==> src/rtl/dbus_cbus_bridge.sv <==
// Uncached dbus-to-cbus bridge: one outstanding request, single-beat cbus
// transactions, alignment check and a bus watchdog reported through error_t.

package dbus_cbus_bridge_pkg;
  typedef logic [2:0] msize_t;
  localparam msize_t MSIZE1 = 3'd0;
  localparam msize_t MSIZE2 = 3'd1;
  localparam msize_t MSIZE4 = 3'd2;
  localparam msize_t MSIZE8 = 3'd3;

  typedef logic [7:0] mlen_t;
  localparam mlen_t MLEN1 = 8'd0;

  typedef logic [1:0] axi_burst_type_t;
  localparam axi_burst_type_t AXI_BURST_FIXED = 2'b00;

  typedef logic [2:0] error_t;
  localparam error_t NOERROR = 3'd0;
  localparam error_t EFETCH  = 3'd1;
  localparam error_t ELOAD   = 3'd2;
  localparam error_t ESTORE  = 3'd3;

  typedef struct packed {
    logic        valid;
    logic [63:0] addr;
    msize_t      size;
    logic [7:0]  strobe;
    logic [63:0] data;
  } dbus_req_t;

  typedef struct packed {
    logic        addr_ok;
    logic        data_ok;
    logic [63:0] data;
  } dbus_resp_t;

  typedef struct packed {
    logic            valid;
    logic            is_write;
    msize_t          size;
    logic [63:0]     addr;
    logic [7:0]      strobe;
    logic [63:0]     data;
    mlen_t           len;
    axi_burst_type_t burst;
  } cbus_req_t;

  typedef struct packed {
    logic        ready;
    logic        last;
    logic [63:0] data;
  } cbus_resp_t;
endpackage

module dbus_cbus_bridge
  import dbus_cbus_bridge_pkg::*;
#(
  parameter int TIMEOUT = 1024
) (
  input  logic         clk,
  input  logic         reset,
  input  logic [139:0] dreq,
  output logic [65:0]  dresp,
  output logic [150:0] creq,
  input  logic [65:0]  cresp,
  output logic [2:0]   err
);

  localparam int CNT_W = (TIMEOUT < 1) ? 1 : $clog2(TIMEOUT + 1);
  localparam logic [CNT_W-1:0] CNT_MAX  = '1;
  localparam logic [CNT_W-1:0] CNT_LAST = CNT_W'(TIMEOUT - 1);

  typedef enum logic [1:0] {IDLE, BUSY, DONE} state_t;

  state_t     state_q, state_d;
  dbus_req_t  req;
  cbus_resp_t rsp;
  cbus_req_t  creq_s;
  dbus_resp_t dresp_s;
  error_t     err_s;

  logic [63:0]      addr_q;
  msize_t           size_q;
  logic [7:0]       strobe_q;
  logic [63:0]      wdata_q;
  logic             is_write_q;
  logic [63:0]      rdata_q;
  error_t           err_q;
  logic [CNT_W-1:0] cnt_q;

  logic misalign;
  logic complete;
  logic expire;

  assign req   = dreq;
  assign rsp   = cresp;
  assign creq  = creq_s;
  assign dresp = dresp_s;
  assign err   = err_s;

  function automatic logic is_misaligned(input msize_t size, input logic [2:0] lsb);
    logic bad;
    bad = 1'b0;
    if (size == MSIZE2 && lsb[0] != 1'b0)      bad = 1'b1;
    if (size == MSIZE4 && lsb[1:0] != 2'b00)   bad = 1'b1;
    if (size == MSIZE8 && lsb[2:0] != 3'b000)  bad = 1'b1;
    return bad;
  endfunction

  assign misalign = is_misaligned(req.size, req.addr[2:0]);
  assign complete = rsp.ready & rsp.last;
  assign expire   = (TIMEOUT != 0) && (cnt_q == CNT_LAST);

  // State register.
  always_ff @(posedge clk) begin
    if (reset) state_q <= IDLE;
    else       state_q <= state_d;
  end

  // Next-state decode and registered-field outputs toward both buses.
  always_comb begin
    state_d          = state_q;
    creq_s           = '0;
    creq_s.is_write  = is_write_q;
    creq_s.size      = size_q;
    creq_s.addr      = addr_q;
    creq_s.strobe    = strobe_q;
    creq_s.data      = wdata_q;
    creq_s.len       = MLEN1;
    creq_s.burst     = AXI_BURST_FIXED;
    dresp_s          = '0;
    err_s            = NOERROR;
    unique case (state_q)
      IDLE: begin
        if (req.valid) state_d = misalign ? DONE : BUSY;
      end
      BUSY: begin
        creq_s.valid = 1'b1;
        if (complete || expire) state_d = DONE;
      end
      DONE: begin
        dresp_s.addr_ok = 1'b1;
        dresp_s.data_ok = 1'b1;
        dresp_s.data    = rdata_q;
        err_s           = err_q;
        state_d         = IDLE;
      end
      default: state_d = IDLE;
    endcase
  end

  // Request capture, response capture and saturating watchdog counter.
  always_ff @(posedge clk) begin
    if (reset) begin
      addr_q     <= '0;
      size_q     <= '0;
      strobe_q   <= '0;
      wdata_q    <= '0;
      is_write_q <= 1'b0;
      rdata_q    <= '0;
      err_q      <= NOERROR;
      cnt_q      <= '0;
    end else begin
      unique case (state_q)
        IDLE: begin
          if (req.valid) begin
            if (misalign) begin
              rdata_q <= '0;
              err_q   <= (|req.strobe) ? ESTORE : ELOAD;
            end else begin
              addr_q     <= req.addr;
              size_q     <= req.size;
              strobe_q   <= req.strobe;
              wdata_q    <= req.data;
              is_write_q <= |req.strobe;
              cnt_q      <= '0;
            end
          end
        end
        BUSY: begin
          if (cnt_q != CNT_MAX) cnt_q <= cnt_q + 1'b1;
          if (complete) begin
            rdata_q <= rsp.data;
            err_q   <= NOERROR;
          end else if (expire) begin
            rdata_q <= '0;
            err_q   <= is_write_q ? ESTORE : ELOAD;
          end
        end
        default: ;
      endcase
    end
  end

endmodule
==> config.mk <==
export PLATFORM = sky130hd
export DESIGN_NAME = dbus_cbus_bridge
export DESIGN_NICKNAME = d
export VERILOG_FILES = /design/src/rtl/dbus_cbus_bridge.sv
export SDC_FILE = /design/constraint.sdc
export NUM_CORES = 1
export LEC_CHECK = 0
export CELL_PAD_IN_SITES_DETAIL_PLACEMENT = 1
export CELL_PAD_IN_SITES_GLOBAL_PLACEMENT = 1
export CORE_MARGIN = 2
export CORE_UTILIZATION = 29
export DETAILED_ROUTE_END_ITERATION = 6
export PLACE_DENSITY = 0.91
export SYNTH_ARGS = -nofsm -noshare
export SYNTH_HDL_FRONTEND = slang
export SYNTH_SLANG_ARGS = --single-unit
==> constraint.sdc <==
create_clock -name clk -period 2.4 [get_ports clk]
set_input_delay 0.48 -clock clk [delete_from_list [all_inputs] [get_ports clk]]
set_output_delay 0.48 -clock clk [all_outputs]
set_load 0.005 [all_outputs]
==> flow_metrics.tcl <==
set metrics [dict create \
    status "finished clean" \
    fmax_ghz 0.417 \
    syn2layout_area_growth_pct 63.7 \
    die_area_sq_um 31400 \
    drc 0 \
    postCtsHoldBufs 0 \
    final_layout_size_suffix_gt1_share_pct 10.3 \
    crit_chain "nor2b_4, buf_8, and2_4, clkdlybuf4s50_1" \
    synth_area_per_cell_sq_um 8.86 \
    slew_violations 0 \
    firstDrtPassIters 5 \
    tns_ps 0 \
    fin_total_pwr_mw 9.93 \
    grt.total_usage_pct 22.3 \
    utilization_pct 48.2 \
    antenna_cells 0 \
    die_h_microns 177 \
    crit_arrival_ps 1920 \
    min_period_ps 2400 \
    critPathSlowestCell "clkdlybuf4s50_1" \
    cts_root_buf "clkbuf_16" \
    dp_hpwl_mm 24.3 \
    insertion_delay_ps 540 \
    nets 1574 \
    path_buf_inv 2 \
    synth_ff_type "dfxtp_1" \
    grt_max_degree 94 \
    tightest_slew_ps 1060 \
    p_per_area_nw_per_um2 697 \
    initial_core_util_pct 29.4 \
    crit_type "register to output pin" \
    initialDrtViolationCount 452 \
    via_per_inst 5.31 \
    rsz0062_at_grt "yes" \
    final_common_cell "clkdlybuf4s50_1" \
    numCtsBuffers 26 \
    fin_hold_ws_ps 439 \
    final_cells 1773 \
    antenna_found_initial 0 \
    clock-skew-final_ps 17.8 \
    hold_viol 0 \
    cap_violations 0 \
    r2r_start "cnt_q[0]" \
    core_area_sq_um 29600 \
    max_stage_delay_ps 490 \
    required_ps 1920 \
    clkTransAtPathRegs_ps 60 \
    setup_viol 0 \
    grt_first_pass_wirelength_mm 55.6 \
    slew_headroom_pct 29.2 \
    peakVddDrop_mv 0.528 \
    ioPinCount 428 \
    synth_warnings 0 \
    fin_crit_sh_pct 99.8 \
    critPathMaxFanout 17 \
    reg2reg_slack_ps 330 \
    wirelength_mm 37.1 \
    cp-end-kind "output pin" \
    hold_class "primary input to register" \
    cp_top_family "buffers and inverters" \
    die_w_microns 177 \
    wl_per_cell_microns 21.0 \
    drtAntennaViolNets 0 \
    row_count 63 \
    synthArstFlopShare_pct 0 \
    cts_buffer_depth 3 \
    grt_pass1_vias 9800 \
    min_from "reset" \
    synth_cells 982 \
    crit_path_start_kind "register" \
    power.leakage_nw 5.28 \
    dpl.cell_count 1711 \
    io_buffers 416 \
    synth_area_sq_um 8700 \
    gp_congestion 0.788 \
    crit_start "state_q[1]" \
    num_vias 9417 \
    cts-htree-levels 1 \
    seq_area_frac_synth_pct 50.4 \
    grt-ovfl-total 0 \
    cts_tree "yes" \
    layout_common_cells "clkdlybuf4s50_1 (348), dfxtp_1 (217), a21oi_1 (144), o21ai_0 (144), nand3_1 (142)" \
    clock_sinks 219 \
    yosysUniqueCellTypes 45 \
    ys_seq_elements 219 \
    synth_edf_count 0 \
]
flip-flops by register name, summed over array words and instances (netlist names):
| register | count |
|---|---|
| addr_q | 64 |
| is_write_q | 1 |
| wdata_q | 64 |
| strobe_q | 8 |
| size_q | 3 |
| cnt_q | 11 |
| err_q | 2 |
| state_q | 2 |
| rdata_q | 64 |
cells in the mapped netlist (3+ instances only):
library cell	n	area [sq um]
buf_4	13	97.6
a21oi_1	144	721
inv_1	9	33.8
buf_1	17	63.8
and3_1	3	18.8
a32o_1	64	641
clkbuf_1	66	248
buf_6	4	45.0
nand2_1	8	30.0
nand3_1	142	711
o32ai_1	5	43.8
a211oi_1	3	22.5
dfxtp_1	219	4380
nand2b_1	5	31.3
nor2_1	7	26.3
and2_1	66	413
buf_2	21	105
nor3_1	5	25.0
xnor2_1	4	35.0
a311oi_1	3	26.3
o21ai_0	144	721
final timing paths:
kind | to | cells after the start
min | state_q[0] | 3
max reg2reg | cnt_q[4] | 6
max | dresp[8] | 4
min reg2reg | err_q[1] | 2
report_power, final:
group | internal (mW) | switching (mW)
Combinational | 0.900 | 0.846
Clock | 2.63 | 1.62
Sequential | 3.84 | 0.0994
Total | 7.36 | 2.57
cells by family after synthesis:
logic type,share of synthesized area (%)
compound gates,26.4
xor+xnor,0.403
fa+ha+maj,0.144
buf+inv,6.95
flops,50.4
other cells,0.0431
simple gates,15.6
through the flow:
step	area, sq um	setup slack, ps
global route	14200	-61.7
floorplan	8740	546
detailed placement	13200	-41.4
CTS	14300	-52.1
global placement	13200	-30.1
finish	14200	4.08
worst reg2reg max path, cell delays in order (launching register included):
cell and delay (ps):
dfxtp_1 450, ha_1 320, nand2_1 140, nor3_1 500
a22oi_1 140, buf_4 210, o32ai_1 230
final cells by class:
| cell class | instances | area [sq um] |
|---|---|---|
| clock buffer | 35 | 756 |
| clock inverter | 11 | 163 |
| fill | 3371 | 15300 |
| inverter | 12 | 47.5 |
| multi-input combinational | 640 | 3800 |
| sequential | 219 | 4390 |
| tap | 390 | 488 |
| timing repair buffer | 466 | 4600 |
timing repair:
action | CTS | global route
gates resized for setup | 87 | 60
gates cloned | 4 | 1
setup buffers | 11 | 1
setup endpoints to repair | 68 | 19
hold endpoints to repair | 0 | 0
metal layers:
layer | vias up | wire (microns) | track usage, %
met4 | 0 | 1300 | 7.37
met3 | 74 | 3190 | 7.04
met5 | - | 0 | 0
met1 | 4661 | 13700 | 24.2
met2 | 358 | 19000 | 40.8
li1 | 4324 | - | -
(Power assumes the default switching activity.)
==> variant 1, RTL diff (config.mk and constraints unchanged) <==
One comparison of `cnt_q` changes from == to >=.
--- a/src/rtl/dbus_cbus_bridge.sv
+++ b/src/rtl/dbus_cbus_bridge.sv
@@ -111,3 +111,3 @@
   assign complete = rsp.ready & rsp.last;
-  assign expire   = (TIMEOUT != 0) && (cnt_q == CNT_LAST);
+  assign expire   = (TIMEOUT != 0) && (cnt_q >= CNT_LAST);
 
Check against the original RTL: no difference found for any inputs over 4 cycles, from zero or initial values and one cycle with reset high; that may be too few to reach the edited logic, so the function may still have changed.
==> variant 1 against the original RTL <==
  * Design area grew 4.1%
  * Clock skew decreased by 0.0048 ns
  * Worst setup slack gained 0.0089 ns
  * Clock power is 4% lower
  * Largest cell class unchanged
  * Wire length is 1.0% higher
  * Combinational power is 2% higher
  * Sequential cell count is the same
  * Power decreased by 1.1%
  * Highest routed layer unchanged
  * First-iteration DRC count is 1.5% higher
  * Global-route usage down 0.60 points
  * Non-clock buffer count grew 7
  * Utilization about the same
  * Synthesized area is 4.8% higher
==> variant 1: results (changes against the original RTL) <==
<table>
<tr><th>Metric</th><th>Value</th></tr>
<tr><th colspan="2">Synth</th></tr>
<tr><td>Leading post-synthesis cells by instance count</td><td>219 x sky130_fd_sc_hd__dfxtp_1, 146 x sky130_fd_sc_hd__a21oi_1, 145 x sky130_fd_sc_hd__o21ai_0</td></tr>
<tr><td>Sequential share of the synthesized area</td><td>0.4810 (-0.02289)</td></tr>
<tr><td>Leading post-synthesis cells by cell area</td><td>sky130_fd_sc_hd__dfxtp_1 48%, sky130_fd_sc_hd__o211ai_1 12%, sky130_fd_sc_hd__a21oi_1 8.0%</td></tr>
<tr><th colspan="2">Cells and area</th></tr>
<tr><td>Fill cells</td><td>3,457 (+2.6%)</td></tr>
<tr><td>Fin nets</td><td>1,584 (+0.64%)</td></tr>
<tr><td>Number of combinational gates with multiple inputs</td><td>647 (+1.1%)</td></tr>
<tr><td>Reg area</td><td>4389 sq um (about the same)</td></tr>
<tr><td>Non-clk invs</td><td>9 (-3)</td></tr>
<tr><td>Final non-clock buffer share</td><td>0.3263 (+0.003596)</td></tr>
<tr><td>Nonclk buf count</td><td>473 (+1.5%)</td></tr>
<tr><td>Layout cells sized above 1</td><td>0.08333 (-0.01934)</td></tr>
<tr><td>Portion of the layout cell area used by clock cells</td><td>0.05952 (-0.004969)</td></tr>
<tr><th colspan="2">Power</th></tr>
<tr><td>Leak Pwr</td><td>5.575 nW (+5.7%)</td></tr>
<tr><td>Switching pwr</td><td>2.516 mW (-1.9%)</td></tr>
<tr><td>Maximum VDD drop</td><td>0.0004753 V (-9.9%)</td></tr>
<tr><th colspan="2">Worst setup path</th></tr>
<tr><td>Capturing instance or port of the critical path</td><td>dresp[45]</td></tr>
<tr><td>Worst-case register-to-register setup slack</td><td>0.30 ns (-0.03 ns)</td></tr>
<tr><td>Length in cells of the worst reg-to-reg path</td><td>5 (-1)</td></tr>
<tr><th colspan="2">Drt</th></tr>
<tr><td>Router iterations before antenna repair</td><td>6 (+1)</td></tr>
<tr><td>Initial drt markers</td><td>459 (+1.5%)</td></tr>
<tr><td>Total Routed Length</td><td>37.52 mm (+1.0%)</td></tr>
<tr><td>Total via count in the routed design</td><td>9,734 (+3.4%)</td></tr>
<tr><th colspan="2">GRT</th></tr>
<tr><td>Wire length of the first global-routing pass</td><td>58.23 mm (+4.8%)</td></tr>
<tr><td>Overall fraction of global-route tracks in use</td><td>0.2172 (-0.005989)</td></tr>
<tr><td>Number of global-route vias before repair</td><td>10,400 (+6.1%)</td></tr>
<tr><th colspan="2">Status</th></tr>
<tr><td>Status</td><td>completed</td></tr>
<tr><th colspan="2">Worst hold path</th></tr>
<tr><td>Worst hold path depth</td><td>2 (-1)</td></tr>
<tr><th colspan="2">Clocking</th></tr>
<tr><td>Buffer count from post-CTS setup fixing</td><td>4 (-7)</td></tr>
<tr><th colspan="2">Timing</th></tr>
<tr><td>Relative slew margins</td><td>0.5857 (+0.2938)</td></tr>
</table>
variant 1: cell types whose count changed after synthesis, moves of 3 or more:
cell                       unedited run  this run
sky130_fd_sc_hd__and3_1               3         0
sky130_fd_sc_hd__buf_1               17         3
sky130_fd_sc_hd__buf_2               21        12
sky130_fd_sc_hd__clkbuf_1            66       105
sky130_fd_sc_hd__nand3_1            142         5
sky130_fd_sc_hd__o211ai_1             0       142
sky130_fd_sc_hd__o32ai_1              5         0
sky130_fd_sc_hd__or3_1                0         6
sky130_fd_sc_hd__xnor2_1              4         0
variant 1: power by group through the flow:
stage / Sequential (mW) / Clock (mW) / Combinational [mW]
floorplan: 4.01 / 0 / 0.684
global placement: 4.00 / 0 / 1.71
detailed placement: 4.01 / 0 / 1.75
CTS: 3.93 / 4.22 / 1.79
global route: 3.95 / 4.36 / 1.93
finish: 3.93 / 4.09 / 1.79
variant 1: critical path, stage by stage (launching register included):
cell and delay, ns:
sky130_fd_sc_hd__dfxtp_2 0.33, sky130_fd_sc_hd__nor2b_4 0.15, sky130_fd_sc_hd__buf_12 0.15, sky130_fd_sc_hd__buf_6 0.12
sky130_fd_sc_hd__and2_1 0.13, sky130_fd_sc_hd__clkdlybuf4s50_1 0.49
variant 1: worst min path at each step:
stage,start,slack (ns),endpoint
4_1_cts,reset,0.36,wdata_q[59]
3_3_place_gp,err_q[1],0.44,err_q[1]
3_5_place_dp,err_q[1],0.46,err_q[1]
5_1_grt,reset,0.38,state_q[1]
6_report,reset,0.39,wdata_q[59]
2_1_floorplan,err_q[1],0.43,err_q[1]
variant 1: kinds of logic after synthesis:
logic type | after synthesis | synth area share
flip-flops | 219 | 0.4810
multiplexers | 2 | 0.002196
buffers and inverters | 146 | 0.07042
AND/OR/NAND/NOR | 115 | 0.07660
AO/OA/AOI/OAI | 518 | 0.3680
other | 1 | 0.0004114
adder cells (fa/ha/maj) | 1 | 0.001372
variant 1: per-stage QoR:
stage | hold WS [ns] | util | area, sq um | cells | worst slack [ns]
floorplan | 0.4258 | - | 9153 | 1012 | 0.4991
global placement | 0.4447 | 0.4500 | 13840 | 1738 | 0.01497
detailed placement | 0.4636 | 0.4500 | 13840 | 1738 | -0.05009
CTS | 0.3599 | 0.4789 | 14730 | 1786 | -0.1100
global route | 0.3808 | 0.4820 | 14820 | 1788 | -0.05378
finish | 0.3899 | 0.4820 | 14820 | 1788 | 0.01301
variant 1: routing by layer:
| metal | part of all wire | track usage | up-vias |
|---|---|---|---|
| li1 | - | - | 4498 |
| met4 | 0.034 | 0.06959 | 0 |
| met1 | 0.38 | 0.2407 | 4769 |
| met5 | 0 | 0 | - |
| met3 | 0.091 | 0.07619 | 69 |
| met2 | 0.49 | 0.3876 | 398 |
==> variant 2, RTL diff (same flow settings) <==
Without the edit above. Change the parameter `TIMEOUT` from 1024 to 4096.
--- a/src/rtl/dbus_cbus_bridge.sv
+++ b/src/rtl/dbus_cbus_bridge.sv
@@ -57,3 +57,3 @@
 #(
-  parameter int TIMEOUT = 1024
+  parameter int TIMEOUT = 4096
 ) (
Function: no difference found for any inputs over 4 cycles, from zero or initial values and one cycle with reset high; that may be too few to reach the edited logic, so the function may still have changed.
==> variant 2 against the original RTL <==
  * Worst setup slack better by 0.071 ns
  * Wire length decreased by 8.9%
  * Sequential cell count up 2
  * Design area fell by 2.6%
  * Count of clock-buffer cells in the layout down 3
  * Synthesized cell count is 2.2% lower
  * Power is 2.4% lower
  * Sequential share of layout area is 1.1 points higher
  * Critical path depth is 1 higher
  * Synthesized area decreased by 3.8%
  * Critical path type unchanged
  * Largest power group unchanged
==> variant 2: results (changes against the original RTL) <==
<table>
<tr><th>Metric</th><th>Value</th></tr>
<tr><th colspan="2">GRT</th></tr>
<tr><td>Fraction of met1 tracks used by global routing</td><td>0.2285 (-0.01358)</td></tr>
<tr><td>Initial antenna violation count</td><td>2 (+2)</td></tr>
<tr><th colspan="2">Timing</th></tr>
<tr><td>Portion of the clock cycle consumed by the worst path in the final layout</td><td>0.9687 (-0.02958)</td></tr>
<tr><td>Post-route clock skew</td><td>0.01905 ns (+0.001216 ns)</td></tr>
<tr><td>Actual slew at the worst max-slew pin</td><td>0.7140 ns (-0.3482 ns)</td></tr>
<tr><th colspan="2">Synth</th></tr>
<tr><td>Share of the synthesized area in compound gates (AO/OA/AOI/OAI)</td><td>0.1940 (-0.07032)</td></tr>
<tr><td>Leading post-synthesis cells by cell area</td><td>sky130_fd_sc_hd__dfxtp_1 53%, sky130_fd_sc_hd__nand2_1 13%, sky130_fd_sc_hd__a21oi_1 8.8%</td></tr>
<tr><td>Sequential share of the synthesized area</td><td>0.5285 (+0.02459)</td></tr>
<tr><td>Share of cell area taken by muxes after synthesis</td><td>0.001196 (+0.001196)</td></tr>
<tr><td>Xor/xnor share of the synthesized area</td><td>0 (-0.004026)</td></tr>
<tr><td>Synth unique cells</td><td>57 (+27%)</td></tr>
<tr><td>Area share of fa/ha/maj cells after synthesis</td><td>0.001495 (+0.00005652)</td></tr>
<tr><th colspan="2">Placed design</th></tr>
<tr><td>Area after DPL</td><td>12,910 sq um (-2.5%)</td></tr>
<tr><th colspan="2">Worst setup path</th></tr>
<tr><td>Critical path startpoint</td><td>state_q[0]</td></tr>
<tr><td>Critical-path maximum fanout</td><td>10 (-7)</td></tr>
<tr><td>Worst path max stage delay</td><td>0.37 ns (-0.12 ns)</td></tr>
<tr><td>Capturing instance or port of the critical path</td><td>dresp[45]</td></tr>
<tr><td>Worst flop-to-flop path endpoint</td><td>rdata_q[57]</td></tr>
<tr><td>Data arrival, critical path</td><td>1.84 ns (-0.08 ns)</td></tr>
<tr><th colspan="2">Cells and area</th></tr>
<tr><td>Layout cells sized above 1</td><td>0.07127 (-0.03140)</td></tr>
<tr><th colspan="2">Drt</th></tr>
<tr><td>Initial drt markers</td><td>342 (-24%)</td></tr>
<tr><td>Total via count in the routed design</td><td>8,516 (-9.6%)</td></tr>
<tr><th colspan="2">Status</th></tr>
<tr><td>Status</td><td>completed</td></tr>
<tr><th colspan="2">Power</th></tr>
<tr><td>Part of the total power dissipated in sequential elements</td><td>0.411 (+0.015)</td></tr>
<tr><td>Leak Pwr</td><td>5.559 nW (+5.4%)</td></tr>
</table>
==> variant 2: changes by cell type after synthesis, moves of 5 or more <==
cell                       unedited run  this run
sky130_fd_sc_hd__buf_1               17         0
sky130_fd_sc_hd__clkbuf_1            66        39
sky130_fd_sc_hd__nand2_1              8       283
sky130_fd_sc_hd__nor2_1               7        12
sky130_fd_sc_hd__a32o_1              64         0
sky130_fd_sc_hd__o21ai_0            144         3
sky130_fd_sc_hd__a22o_1               0        60
sky130_fd_sc_hd__nand3_1            142         7
sky130_fd_sc_hd__buf_4               13        25
==> variant 2: per-stage QoR <==
step / utilization / std cells
after floorplan: - / 970
after global placement: 0.4523 / 1708
after detailed placement: 0.4523 / 1708
after CTS: 0.4826 / 1752
after global routing: 0.4860 / 1761
final: 0.4860 / 1761
==> variant 2: final cells by class <==
class	count	area (sq um)
tap	384	480.5
multi-input combinational	657	3521
clock inverter	10	188.9
fill	3260	14670
sequential	221	4429
antenna	2	5.005
inverter	5	18.77
timing repair buffer	450	4538
clock buffer	32	693.2
